$ cat src/rtl/tracer_udma_rx_ctrl_if.sv
// Trace RX stream and L2 write-request bundle for tracer_udma_rx_ctrl.
// The master side is the controller: it accepts trace packets and issues
// L2 write requests. The slave side is the trace source / L2 arbiter.
interface tracer_udma_rx_ctrl_if #(
  parameter int L2_AWIDTH_NOAL = 12
);
  logic [31:0]               data_i;
  logic                      data_valid_i;
  logic                      data_ready_o;
  logic [L2_AWIDTH_NOAL-1:0] req_addr_o;
  logic [31:0]               req_data_o;
  logic [1:0]                req_datasize_o;
  logic                      req_valid_o;
  logic                      req_gnt_i;

  modport master (
    input  data_i, data_valid_i, req_gnt_i,
    output data_ready_o, req_addr_o, req_data_o, req_datasize_o, req_valid_o
  );

  modport slave (
    output data_i, data_valid_i, req_gnt_i,
    input  data_ready_o, req_addr_o, req_data_o, req_datasize_o, req_valid_o
  );
endinterface

$ cat src/rtl/tracer_udma_rx_ctrl.sv
// uDMA RX channel controller for the trace debugger.
// Turns the 32-bit trace packet stream into L2 write requests, generating
// addresses from the latched channel configuration and reporting live
// status (current address, bytes left, enabled, pending).
// Optional feature macro TRACER_RX_DROP_EN: when defined, packets arriving
// while the channel is idle are accepted and discarded, and counted on
// drop_cnt_o (saturating). When undefined, the source is back-pressured.
module tracer_udma_rx_ctrl #(
  parameter int L2_AWIDTH_NOAL = 12,
  parameter int TRANS_SIZE     = 16
) (
  input  logic                      clk_i,
  input  logic                      rst_i,
  input  logic [L2_AWIDTH_NOAL-1:0] cfg_startaddr_i,
  input  logic [TRANS_SIZE-1:0]     cfg_size_i,
  input  logic [1:0]                cfg_datasize_i,
  input  logic                      cfg_continuous_i,
  input  logic                      cfg_en_i,
  input  logic                      cfg_clr_i,
  output logic                      cfg_en_o,
  output logic                      cfg_pending_o,
  output logic [L2_AWIDTH_NOAL-1:0] cfg_curr_addr_o,
  output logic [TRANS_SIZE-1:0]     cfg_bytes_left_o,
  output logic                      evt_eot_o,
`ifdef TRACER_RX_DROP_EN
  output logic [15:0]               drop_cnt_o,
`endif
  tracer_udma_rx_ctrl_if.master     rx
);

  typedef enum logic {
    IDLE = 1'b0,
    RUN  = 1'b1
  } state_e;

  state_e                    state_q, state_d;
  logic [L2_AWIDTH_NOAL-1:0] curr_addr_q, curr_addr_d;
  logic [TRANS_SIZE-1:0]     bytes_left_q, bytes_left_d;
  logic [1:0]                datasize_q, datasize_d;
  logic                      pending_q, pending_d;
  logic [L2_AWIDTH_NOAL-1:0] sh_addr_q, sh_addr_d;
  logic [TRANS_SIZE-1:0]     sh_size_q, sh_size_d;
  logic [1:0]                sh_datasize_q, sh_datasize_d;
  logic                      eot_q, eot_d;

  logic [L2_AWIDTH_NOAL-1:0] req_addr_q;
  logic [31:0]               req_data_q;
  logic [1:0]                req_datasize_q;
  logic                      req_valid_q;

  logic [2:0]                stride;
  logic                      ready;
  logic                      accept;
  logic                      last_beat;
  logic                      en_ok;

  // Byte stride per beat; datasize 3 behaves like a word.
  always_comb begin
    stride = 3'd4;
    case (datasize_q)
      2'd0:    stride = 3'd1;
      2'd1:    stride = 3'd2;
      default: stride = 3'd4;
    endcase
  end

  // Output register can take a new beat when empty or being drained this cycle.
`ifdef TRACER_RX_DROP_EN
  assign ready = (state_q == IDLE) | (~req_valid_q | rx.req_gnt_i);
`else
  assign ready = (state_q == RUN) & (~req_valid_q | rx.req_gnt_i);
`endif

  assign accept    = rx.data_valid_i & ready & (state_q == RUN);
  assign last_beat = accept & (bytes_left_q <= TRANS_SIZE'(stride));
  assign en_ok     = cfg_en_i & (cfg_size_i != '0);

  // Next-state and address generation; clear dominates everything else.
  always_comb begin
    state_d       = state_q;
    curr_addr_d   = curr_addr_q;
    bytes_left_d  = bytes_left_q;
    datasize_d    = datasize_q;
    pending_d     = pending_q;
    sh_addr_d     = sh_addr_q;
    sh_size_d     = sh_size_q;
    sh_datasize_d = sh_datasize_q;
    eot_d         = 1'b0;

    if (cfg_clr_i) begin
      state_d      = IDLE;
      pending_d    = 1'b0;
      bytes_left_d = '0;
    end else begin
      case (state_q)
        IDLE: begin
          if (en_ok) begin
            curr_addr_d  = cfg_startaddr_i;
            bytes_left_d = cfg_size_i;
            datasize_d   = cfg_datasize_i;
            state_d      = RUN;
          end
        end
        RUN: begin
          if (accept) begin
            curr_addr_d  = curr_addr_q + L2_AWIDTH_NOAL'(stride);
            bytes_left_d = (bytes_left_q > TRANS_SIZE'(stride))
                         ? bytes_left_q - TRANS_SIZE'(stride) : '0;
          end
          if (last_beat) begin
            eot_d = 1'b1;
            if (en_ok) begin
              curr_addr_d  = cfg_startaddr_i;
              bytes_left_d = cfg_size_i;
              datasize_d   = cfg_datasize_i;
              pending_d    = 1'b0;
            end else if (pending_q) begin
              curr_addr_d  = sh_addr_q;
              bytes_left_d = sh_size_q;
              datasize_d   = sh_datasize_q;
              pending_d    = 1'b0;
            end else if (cfg_continuous_i && (cfg_size_i != '0)) begin
              curr_addr_d  = cfg_startaddr_i;
              bytes_left_d = cfg_size_i;
              datasize_d   = cfg_datasize_i;
            end else begin
              state_d = IDLE;
            end
          end else if (en_ok) begin
            sh_addr_d     = cfg_startaddr_i;
            sh_size_d     = cfg_size_i;
            sh_datasize_d = cfg_datasize_i;
            pending_d     = 1'b1;
          end
        end
        default: state_d = IDLE;
      endcase
    end
  end

  // Channel state and configuration registers.
  always_ff @(posedge clk_i or posedge rst_i) begin
    if (rst_i) begin
      state_q       <= IDLE;
      curr_addr_q   <= '0;
      bytes_left_q  <= '0;
      datasize_q    <= '0;
      pending_q     <= 1'b0;
      sh_addr_q     <= '0;
      sh_size_q     <= '0;
      sh_datasize_q <= '0;
      eot_q         <= 1'b0;
    end else begin
      state_q       <= state_d;
      curr_addr_q   <= curr_addr_d;
      bytes_left_q  <= bytes_left_d;
      datasize_q    <= datasize_d;
      pending_q     <= pending_d;
      sh_addr_q     <= sh_addr_d;
      sh_size_q     <= sh_size_d;
      sh_datasize_q <= sh_datasize_d;
      eot_q         <= eot_d;
    end
  end

  // One-deep request register: holds until granted, even across a clear.
  always_ff @(posedge clk_i or posedge rst_i) begin
    if (rst_i) begin
      req_valid_q    <= 1'b0;
      req_addr_q     <= '0;
      req_data_q     <= '0;
      req_datasize_q <= '0;
    end else if (accept) begin
      req_valid_q    <= 1'b1;
      req_addr_q     <= curr_addr_q;
      req_data_q     <= rx.data_i;
      req_datasize_q <= datasize_q;
    end else if (rx.req_gnt_i) begin
      req_valid_q    <= 1'b0;
    end
  end

`ifdef TRACER_RX_DROP_EN
  logic [15:0] drop_cnt_q;

  // Count packets swallowed while idle, saturating; clear resets it.
  always_ff @(posedge clk_i or posedge rst_i) begin
    if (rst_i) begin
      drop_cnt_q <= '0;
    end else if (cfg_clr_i) begin
      drop_cnt_q <= '0;
    end else if ((state_q == IDLE) && rx.data_valid_i && (drop_cnt_q != 16'hFFFF)) begin
      drop_cnt_q <= drop_cnt_q + 16'd1;
    end
  end

  assign drop_cnt_o = drop_cnt_q;
`endif

  assign cfg_en_o          = (state_q == RUN);
  assign cfg_pending_o     = pending_q;
  assign cfg_curr_addr_o   = curr_addr_q;
  assign cfg_bytes_left_o  = bytes_left_q;
  assign evt_eot_o         = eot_q;
  assign rx.data_ready_o   = ready;
  assign rx.req_addr_o     = req_addr_q;
  assign rx.req_data_o     = req_data_q;
  assign rx.req_datasize_o = req_datasize_q;
  assign rx.req_valid_o    = req_valid_q;

endmodule

$ cat src/flat_wrapper.sv
// flat-port wrapper written by rule: the top's interface ports become plain ports
module tracer_udma_rx_ctrl_flat 
#(
  parameter int L2_AWIDTH_NOAL = 12,
  parameter int TRANS_SIZE     = 16
)
  (clk_i, rst_i, cfg_startaddr_i, cfg_size_i, cfg_datasize_i, cfg_continuous_i, cfg_en_i, cfg_clr_i, cfg_en_o, cfg_pending_o, cfg_curr_addr_o, cfg_bytes_left_o, evt_eot_o, rx_data_i, rx_data_valid_i, rx_req_gnt_i, rx_data_ready_o, rx_req_addr_o, rx_req_data_o, rx_req_datasize_o, rx_req_valid_o);
  tracer_udma_rx_ctrl_if #(.L2_AWIDTH_NOAL(L2_AWIDTH_NOAL)) rx_i ();
  input  logic clk_i;
  input  logic rst_i;
  input  logic [L2_AWIDTH_NOAL-1:0] cfg_startaddr_i;
  input  logic [TRANS_SIZE-1:0] cfg_size_i;
  input  logic [1:0] cfg_datasize_i;
  input  logic cfg_continuous_i;
  input  logic cfg_en_i;
  input  logic cfg_clr_i;
  output logic cfg_en_o;
  output logic cfg_pending_o;
  output logic [L2_AWIDTH_NOAL-1:0] cfg_curr_addr_o;
  output logic [TRANS_SIZE-1:0] cfg_bytes_left_o;
  output logic evt_eot_o;
  input wire logic [$bits(rx_i.data_i)-1:0] rx_data_i;
  input wire logic [$bits(rx_i.data_valid_i)-1:0] rx_data_valid_i;
  input wire logic [$bits(rx_i.req_gnt_i)-1:0] rx_req_gnt_i;
  output wire logic [$bits(rx_i.data_ready_o)-1:0] rx_data_ready_o;
  output wire logic [$bits(rx_i.req_addr_o)-1:0] rx_req_addr_o;
  output wire logic [$bits(rx_i.req_data_o)-1:0] rx_req_data_o;
  output wire logic [$bits(rx_i.req_datasize_o)-1:0] rx_req_datasize_o;
  output wire logic [$bits(rx_i.req_valid_o)-1:0] rx_req_valid_o;
  assign rx_i.data_i = rx_data_i;
  assign rx_i.data_valid_i = rx_data_valid_i;
  assign rx_i.req_gnt_i = rx_req_gnt_i;
  assign rx_data_ready_o = rx_i.data_ready_o;
  assign rx_req_addr_o = rx_i.req_addr_o;
  assign rx_req_data_o = rx_i.req_data_o;
  assign rx_req_datasize_o = rx_i.req_datasize_o;
  assign rx_req_valid_o = rx_i.req_valid_o;
  tracer_udma_rx_ctrl #(.L2_AWIDTH_NOAL(L2_AWIDTH_NOAL), .TRANS_SIZE(TRANS_SIZE)) u_core (.clk_i(clk_i), .rst_i(rst_i), .cfg_startaddr_i(cfg_startaddr_i), .cfg_size_i(cfg_size_i), .cfg_datasize_i(cfg_datasize_i), .cfg_continuous_i(cfg_continuous_i), .cfg_en_i(cfg_en_i), .cfg_clr_i(cfg_clr_i), .cfg_en_o(cfg_en_o), .cfg_pending_o(cfg_pending_o), .cfg_curr_addr_o(cfg_curr_addr_o), .cfg_bytes_left_o(cfg_bytes_left_o), .evt_eot_o(evt_eot_o), .rx(rx_i));
endmodule
$ cat config.mk
export PLATFORM = sky130hd
export DESIGN_NAME = tracer_udma_rx_ctrl_flat
export DESIGN_NICKNAME = d
export VERILOG_FILES = /design/src/rtl/tracer_udma_rx_ctrl_if.sv /design/src/rtl/tracer_udma_rx_ctrl.sv /design/src/flat_wrapper.sv
export SDC_FILE = /design/constraint.sdc
export NUM_CORES = 1
export LEC_CHECK = 0
export ABC_AREA = 1
export BUFFER_PORTS_ARGS = -buffer_cell sky130_fd_sc_hd__buf_4
export CORE_ASPECT_RATIO = 0.7
export CORE_UTILIZATION = 56
export CTS_CLUSTER_DIAMETER = 100
export DETAILED_ROUTE_END_ITERATION = 8
export PLACE_DENSITY = 0.83
export SYNTH_ARGS = -nofsm -noshare
export SYNTH_HDL_FRONTEND = slang
export SYNTH_SLANG_ARGS = --single-unit
$ cat constraint.sdc
create_clock -name clk_i -period 10.9 [get_ports clk_i]
set_clock_uncertainty 0.05 [all_clocks]
set_input_delay 1.635 -clock clk_i [delete_from_list [all_inputs] [get_ports clk_i]]
set_output_delay 1.635 -clock clk_i [all_outputs]
set_load 0.05 [all_outputs]
==> impl_metrics.ini, run 1 <==
[outcome]
status = complete, no violations

[synth]
syn_nets = 927
postSynthAreaPerCell_um2 = 7.14
synthCells = 850
synth_mux_area_frac = 0
seq_area_frac_synth = 0.453
synth_compound_area_frac = 0.0835
synth.yosys.warnings = 0
synthFlopType = dfrtp_1
yosysTopAreaCell = dfrtp_1
synthTopCellsByCount = 353 x nand2_1, 110 x dfrtp_1, 79 x nor2_1
synth.cell_area_mm2 = 0.00607
synthAdderAreaFrac = 0.0190
synthArstFlopShare = 1.00
synth_top_family_by_area = simple AND/OR/NAND/NOR gates
synth-xor-area-share = 0.0159
synth_cell_types = 34
synth_most_common_cell = nand2_1
synthDominantCellAreaShare = 0.453
netlist_top_cells_area = dfrtp_1 45%, nand2_1 22%, o21ai_0 5.0%
synth_edf_count = 0
synth-simple-area-share = 0.355
synth-seq-cells = 110

[timing]
timing.fmax_mhz = 210
tns_ns = 0
rsz0062_at_grt = no
timing.slew.headroom = 0.388
tightest_slew_ns = 0.916
setup_violations = 0
period_minus_slack_ns = 4.76
finalCritPeriodShare = 0.436
hold_viol = 0
slew_viol_final = 0

[layout]
syn_to_final_growth_pct = 22.9
diodes = 0
drive_gt1_frac = 0.194
fin_nets = 1051

[power]
powerDensity_mw_per_mm2 = 200
leakagePower_nw = 4.01
vdd_drop_max_v = 0.0000930
finalPower_mw = 1.49

[route]
ant_nets = 0
vias = 5979
first_pass_iters = 6
via_per_inst = 5.38
drcViolationCount = 0
wl_met1_mm = 7.95
drt-initial-drc-count = 609
wl_met3_mm = 1.86
route.top_layer_used = met4
wl_mm = 17.2
wl_per_cell_um = 15.5
dr_wl_met2_mm = 7.28

[global_routing]
grt_max_degree = 73
grt_pass1_vias = 5513
antenna_found_initial = 0
grt_util_all_layers = 0.320
grt-ovfl-total = 0
grt_pass1_wl_mm = 27.6

[worst_setup_path]
crit_chain = buf_4, inv_1, nand2_1, nand3_4, inv_2, nand2_2, nor2_8, inv_4, nand2_4, inv_2, nand2_4, nand2_1, o21ai_1
r2r_slack_ns = 6.74
critical_path.slowest_cell = inv_2
cp_max_fo = 72
required_ns = 11.12
path_class = in2reg
slowest_delay_ns = 0.87
end_kind = flip-flop
critPathLaunchType = primary input
cp_data_arrival_time_ns = 4.97

[floorplanning]
die_width_um = 126
die-area_mm2 = 0.0113
dieHeight_um = 89.1
core_mm2 = 0.0104
start_util = 0.582
rows = 31
ioPinCount = 148

[cts]
cts_resized = 0
hold_buffers = 0
post_cts_buffers = 0
cts-root-buf = clkbuf_16
tritoncts = done
clock-sinks = 110
clockBufferDepth = 2
cts_made_buffers = 9
cts_htree_levels = 3
insertion_delay_ns = 0.35
clkSlewWorstSetupHoldPaths_ns = 0.07

[job]
drv_cap = 0

[min_path]
hold_class = reg2reg

[placement]
port_buffers = 147
dpl.hpwl_mm = 12.2
gp_congestion = 0.921
layout make-up:
| type | instances | area, um2 |
|---|---|---|
| clock buffer | 9 | 225 |
| clock inverter | 7 | 70.1 |
| fill | 842 | 2980 |
| inverter | 68 | 260 |
| multi-input combinational | 637 | 2870 |
| sequential | 110 | 2750 |
| tap | 132 | 165 |
| timing repair buffer | 148 | 1110 |
power breakdown:
part           switching [mW]  internal, mW
registers              0.0676         0.491
logic                   0.423         0.179
clock network           0.155         0.179
total                   0.646         0.849
path summary, 6_finish.rpt:
check,cells past startpoint,start,end
max in group asynchronous,3,rst_i,u_core.rx.req_valid_o
setup reg to reg,10,u_core.cfg_en_o,u_core.sh_size_q[2]
setup / recovery,13,rx_req_gnt_i,u_core.sh_size_q[2]
hold / removal,2,u_core.sh_addr_q[8],u_core.sh_addr_q[8]
min in group asynchronous,2,rst_i,u_core.cfg_curr_addr_o[4]
hold reg to reg,2,u_core.sh_addr_q[8],u_core.sh_addr_q[8]
placed cells by master, fill, tap and decap left out, types with 2 or more instances in the layout:
master / instances
nand2_1: 353
buf_4: 148
dfrtp_1: 110
nor2_1: 79
inv_1: 62
o21ai_0: 61
nand3_1: 59
o21ai_1: 20
a21oi_1: 12
xor2_1: 9
clkbuf_16: 9
nand2_2: 6
nand4_1: 6
ha_1: 6
inv_2: 4
nand2_4: 4
or2_2: 4
clkinv_2: 3
nor2_2: 2
inv_4: 2
o2111ai_1: 2
nor3_1: 2
xnor2_1: 2
fa_1: 2
inv_6: 2
metal layers:
layer | vias to the layer above | GRT usage
met5 | - | 0
met4 | 0 | 0.0690
met3 | 20 | 0.0952
met2 | 294 | 0.474
met1 | 2749 | 0.467
li1 | 2916 | -
worst max-delay path: cells and delay by family:
kind | cells | cell delay (ns)
and+or+nand+nor | 7 | 1.84
buffers and inverters | 5 | 1.31
AOI/OAI and AO/OA | 1 | 0.13
flip-flops by register name, indices dropped and copies added (netlist names), 2 cells and up:
signal                    cells
u_core.sh_size_q             16
u_core.rx.req_data_o         32
u_core.rx.req_addr_o         12
u_core.sh_datasize_q          2
u_core.cfg_bytes_left_o      16
u_core.rx.req_datasize_o      2
u_core.cfg_curr_addr_o       12
u_core.datasize_q             2
u_core.sh_addr_q             12
through the flow:
stage / instances / hold slack [ns] / cell area, um2 / util / setup WS, ns
2_1_floorplan: 850 / 0.392 / 6070 / - / 6.31
3_3_place_gp: 1095 / 0.406 / 7160 / 0.687 / 5.92
3_5_place_dp: 1095 / 0.409 / 7160 / 0.687 / 5.88
4_1_cts: 1111 / 0.427 / 7460 / 0.715 / 6.20
5_1_grt: 1111 / 0.448 / 7460 / 0.715 / 5.79
6_report: 1111 / 0.427 / 7460 / 0.715 / 6.14
kinds of logic after synthesis:
logic type	Yosys count
AOI/OAI and AO/OA	98
xor gates and xnor gates	11
adders and majority gates	8
buffers and inverters	103
DFF	110
and+or+nand+nor	520
(Power assumes the default switching activity.)
==> inputs of run 2 (changes only) <==
--- a/config.mk
+++ b/config.mk
@@ -8,10 +8,10 @@
 export ABC_AREA = 1
 export BUFFER_PORTS_ARGS = -buffer_cell sky130_fd_sc_hd__buf_4
 export CORE_ASPECT_RATIO = 0.7
-export CORE_UTILIZATION = 56
+export CORE_UTILIZATION = 49
 export CTS_CLUSTER_DIAMETER = 100
 export DETAILED_ROUTE_END_ITERATION = 8
-export PLACE_DENSITY = 0.83
+export PLACE_DENSITY = 0.77
 export SYNTH_ARGS = -nofsm -noshare
 export SYNTH_HDL_FRONTEND = slang
 export SYNTH_SLANG_ARGS = --single-unit
==> constraint.sdc (replaced) <==
create_clock -name clk_i -period 4.3 [get_ports clk_i]
set_clock_uncertainty 0.05 [all_clocks]
set_input_delay 0.645 -clock clk_i [delete_from_list [all_inputs] [get_ports clk_i]]
set_output_delay 0.645 -clock clk_i [all_outputs]
set_load 0.05 [all_outputs]
==> impl_metrics.ini, run 2 (synthesis gave the netlist of run 1 again) <==
[layout]
largest_reg_flops = 32
utilization = 0.632
syn_to_final_growth_pct = 23.9
n_fill_cell = 1078
diodes = 0
final_common_cell = nand2_1
stdcell_count = 1139
fin_nets = 1054
drive_gt1_frac = 0.197
final_cell_mix = 353 x nand2_1, 151 x buf_4, 110 x dfrtp_1, 79 x nor2_1, 62 x inv_1

[global_routing]
grt_max_degree = 72
grt_util_all_layers = 0.279
grt-ovfl-total = 0
grt_pass1_wl_mm = 27.5
antenna_found_initial = 0
grt_pass1_vias = 5322

[route]
first_pass_iters = 6
drcViolationCount = 0
wl_per_cell_um = 15.1
ant_nets = 0
drt-initial-drc-count = 534
via_per_inst = 5.19
vias = 5912
wl_mm = 17.2

[timing]
timing.fmax_mhz = 323
tightest_slew_ns = 0.884
rsz0062_at_grt = no
tns_ns = 0
hold_viol = 0
slew_viol_final = 0
finalCritPeriodShare = 0.719
timing.slew.headroom = 0.409
setup_violations = 0
period_minus_slack_ns = 3.09

[placement]
port_buffers = 147
placedCellCount = 1123
dpl.hpwl_mm = 12.5
gp_congestion = 0.912

[floorplanning]
rows = 33
core_mm2 = 0.0119
start_util = 0.511
dieHeight_um = 95.1
ioPinCount = 148
die-area_mm2 = 0.0128
die_width_um = 135

[power]
powerDensity_mw_per_mm2 = 504
internal-power_mw = 2.16
netSwitchingFraction = 0.430
p_seq_frac = 0.372
vdd_drop_max_v = 0.000279
switchingPower_mw = 1.63
finalPower_mw = 3.79
power_frac_comb = 0.401
leakagePower_nw = 4.01
p_clk_frac = 0.226

[worst_setup_path]
path_class = reg2reg
cp_data_arrival_time_ns = 3.26
required_ns = 4.47
critPathLaunchType = flip-flop
cp_max_fo = 51
end_kind = flip-flop

[cts]
clock-sinks = 110
post_cts_buffers = 0
cts_htree_levels = 3
tritoncts = done
clkSlewWorstSetupHoldPaths_ns = 0.07
cts_made_buffers = 9
insertion_delay_ns = 0.35
cts-root-buf = clkbuf_16
clockBufferDepth = 2
hold_buffers = 0
cts_resized = 0

[min_path]
hold_class = in2async

[job]
drv_cap = 0

[outcome]
status = complete, no violations
run 2: worst paths after layout:
check / end / cells after the start / slack, ns / startpoint
min in group clk_i: u_core.sh_addr_q[1] / 2 / 0.43 / u_core.sh_addr_q[1]
max reg2reg: u_core.sh_datasize_q[1] / 15 / 1.21 / u_core.datasize_q[1]
min: u_core.cfg_curr_addr_o[10] / 2 / 0.39 / rst_i
max in group asynchronous: u_core.cfg_bytes_left_o[6] / 3 / 2.99 / rst_i
min reg2reg: u_core.sh_addr_q[1] / 2 / 0.43 / u_core.sh_addr_q[1]
max: u_core.sh_datasize_q[1] / 15 / 1.21 / u_core.datasize_q[1]
run 2: cell type report:
class                           instances  area (um2)  share of cell area
Inverter                               68         260              0.0346
Clock buffer                            9         225              0.0299
Timing Repair Buffer                  151        1130               0.151
Sequential cell                       110        2750               0.366
Tap cell                              157         196              0.0261
Multi-Input combinational cell        637        2870               0.382
Clock inverter                          7        78.8              0.0105
run 2: worst max-delay path, cell delays in order, from the launching register on:
cell	delay, ns
dfrtp_1	0.41
nor2_1	0.08
ha_1	0.21
fa_1	0.41
inv_1	0.07
nand2_1	0.05
nand2_1	0.13
nand2_1	0.09
nand2_2	0.11
nor2_8	0.08
inv_4	0.15
nand2_4	0.10
inv_2	0.35
nand2_4	0.39
nor2_1	0.20
a21oi_1	0.06
run 2: per-layer routing:
metal	track usage	up-vias	share of wire
met4	0.0449	0	0.0070
met5	0	-	0
met1	0.420	2710	0.48
li1	-	2925	-
met3	0.0707	10	0.10
met2	0.408	267	0.42
run 2: metrics by stage:
stage / area, um2 / worst slack [ns] / hold slack (ns)
4_1_cts: 7520 / 1.26 / 0.424
6_report: 7520 / 1.21 / 0.391
3_3_place_gp: 7220 / 1.37 / 0.406
5_1_grt: 7520 / 0.962 / 0.431
3_5_place_dp: 7220 / 1.28 / 0.409
2_1_floorplan: 6070 / 0.703 / 0.392
run 2: power groups by stage:
stage	Clock (mW)	Sequential [mW]	Combinational (mW)
finish	0.858	1.41	1.52
global route	0.922	1.44	1.65
CTS	0.872	1.41	1.52
detailed placement	0	1.43	1.52
global placement	0	1.42	1.50
floorplan	0	1.92	0.535
==> inputs of run 3 (changes only) <==
--- a/config.mk
+++ b/config.mk
@@ -8,10 +8,10 @@
 export ABC_AREA = 1
 export BUFFER_PORTS_ARGS = -buffer_cell sky130_fd_sc_hd__buf_4
 export CORE_ASPECT_RATIO = 0.7
-export CORE_UTILIZATION = 49
+export CORE_UTILIZATION = 54
 export CTS_CLUSTER_DIAMETER = 100
 export DETAILED_ROUTE_END_ITERATION = 8
-export PLACE_DENSITY = 0.77
+export PLACE_DENSITY = 0.81
 export SYNTH_ARGS = -nofsm -noshare
 export SYNTH_HDL_FRONTEND = slang
 export SYNTH_SLANG_ARGS = --single-unit
==> constraint.sdc (replaced) <==
create_clock -name clk_i -period 3.2 [get_ports clk_i]
set_clock_uncertainty 0.05 [all_clocks]
set_input_delay 0.48 -clock clk_i [delete_from_list [all_inputs] [get_ports clk_i]]
set_output_delay 0.48 -clock clk_i [all_outputs]
set_load 0.05 [all_outputs]
==> impl_metrics.ini, run 3 (synthesis gave the netlist of run 1 again) <==
[worst_setup_path]
end_kind = flip-flop
crit_chain = nor2_1, ha_1, fa_1, inv_1, nand2_1, nand2_1, nand2_1, nand2_2, nor2_8, inv_4, nand2_4, inv_2, nand2_8, nor2_1, a21oi_1
r2r_slack_ns = 0.26
cp-endpoint = u_core.sh_datasize_q[1]
slowest_delay_ns = 0.41
crit_buf_inv = 3
critical_path.slowest_cell = fa_1
path_class = reg2reg
critPathLaunchType = flip-flop
cp_max_fo = 51
reg2reg_to = u_core.sh_datasize_q[1]
r2r_cells = 15
cp.depth = 15
crit_top_cell = nand2_1
r2r-start = u_core.datasize_q[1]
required_ns = 3.38
crit_family = simple AND/OR/NAND/NOR gates
cp_data_arrival_time_ns = 3.12
startpoint = u_core.datasize_q[1]

[outcome]
status = complete, no violations

[floorplanning]
rows = 31
die_width_um = 129
ioPinCount = 148
core_mm2 = 0.0106
dieHeight_um = 90.7
start_util = 0.571
die-area_mm2 = 0.0117

[placement]
dpl.hpwl_mm = 12.6
port_buffers = 147
gp_congestion = 0.911
place_area_mm2 = 0.00726
post-place-ws_ns = 0.242

[global_routing]
grt_max_degree = 72
antenna_found_initial = 0
grt_util_all_layers = 0.310
grt_pass1_vias = 5455
grt_pass1_wl_mm = 27.9
grt-ovfl-total = 0

[route]
ant_nets = 0
drt-initial-drc-count = 503
first_pass_iters = 5
wl_per_cell_um = 15.3
drcViolationCount = 0
via_per_inst = 5.28
vias = 5991
wl_mm = 17.3

[timing]
hold_viol = 0
period_minus_slack_ns = 2.94
timing.fmax_mhz = 340
tightest_slew_ns = 0.841
finalCritPeriodShare = 0.919
rsz0062_at_grt = no
tns_ns = 0
timing.slew.headroom = 0.439
finalWorstSetupSlack_ns = 0.258
slew_viol_final = 0
setup_violations = 0
hold_ws_ns = 0.156

[cts]
clockBufferDepth = 2
cts-root-buf = clkbuf_16
tritoncts = done
cts_made_buffers = 9
cts_htree_levels = 3
clock-sinks = 110
clkSlewWorstSetupHoldPaths_ns = 0.08
hold_buffers = 0
insertion_delay_ns = 0.35

[layout]
stdcell_area_mm2 = 0.00757
fin_nets = 1059
diodes = 0
final_cell_mix = 353 x nand2_1, 155 x buf_4, 110 x dfrtp_1, 79 x nor2_1, 62 x inv_1
drive_gt1_frac = 0.201
final_common_cell = nand2_1
largest_reg_flops = 32
syn_to_final_growth_pct = 24.6

[min_path]
hold_class = in2async

[job]
drv_cap = 0

[power]
vdd_drop_max_v = 0.000354
leakagePower_nw = 4.04
powerDensity_mw_per_mm2 = 672
finalPower_mw = 5.09
run 3: changes by cell type in the layout (fill, tap and decap cells not counted), sizes merged:
| cell | before | now |
|---|---|---|
| inv | 71 | 70 |
| clkinvlp | 3 | 1 |
| buf | 151 | 156 |
| bufinv | 1 | 0 |
| clkinv | 0 | 4 |
run 3: per-layer routing:
| layer | part of all wire | up-vias | global-route usage |
|---|---|---|---|
| met1 | 0.46 | 2738 | 0.459 |
| met3 | 0.11 | 20 | 0.0924 |
| met4 | 0.012 | 0 | 0.0706 |
| li1 | - | 2930 | - |
| met2 | 0.42 | 303 | 0.442 |
| met5 | 0 | - | 0 |
run 3: per-stage QoR:
step           utilization  std cells
6_report             0.712       1135
5_1_grt              0.712       1135
4_1_cts              0.711       1135
3_5_place_dp         0.683       1119
3_3_place_gp         0.683       1119
2_1_floorplan            -        850
run 3: worst reg2reg max path: stages (launching register included):
cell,delay [ns]
dfrtp_1,0.40
nor2_1,0.08
ha_1,0.22
fa_1,0.41
inv_1,0.08
nand2_1,0.05
nand2_1,0.14
nand2_1,0.09
nand2_2,0.11
nor2_8,0.04
inv_4,0.14
nand2_4,0.10
inv_2,0.37
nand2_8,0.31
nor2_1,0.20
a21oi_1,0.05
run 3: how the worst min path moves through the flow:
stage,endpoint,slack (ns),cells past startpoint
after floorplan,u_core.sh_addr_q[0],0.39,2
after global placement,u_core.sh_addr_q[4],0.41,2
after detailed placement,u_core.sh_addr_q[11],0.41,2
after CTS,u_core.rx.req_addr_o[7],0.17,2
after global routing,u_core.rx.req_addr_o[7],0.18,2
final,u_core.rx.req_addr_o[7],0.16,2
run 3: power breakdown:
group          internal [mW]  leakage [nW]  switching [mW]
Clock                  0.557         0.148           0.569
Combinational          0.620          2.53            1.45
Sequential              1.67          1.36           0.223
run 3: layout make-up:
type | instances | area, um2
sequential | 110 | 2750
fill | 905 | 3060
clock inverter | 7 | 76.3
clock buffer | 9 | 225
tap | 148 | 185
inverter | 68 | 262
timing repair buffer | 156 | 1180
multi-input combinational | 637 | 2880
run 3: what timing repair did:
action                     4_1_cts  5_1_grt
gates resized for setup          0        1
buffers inserted                 0        0
setup endpoints to repair        0       29
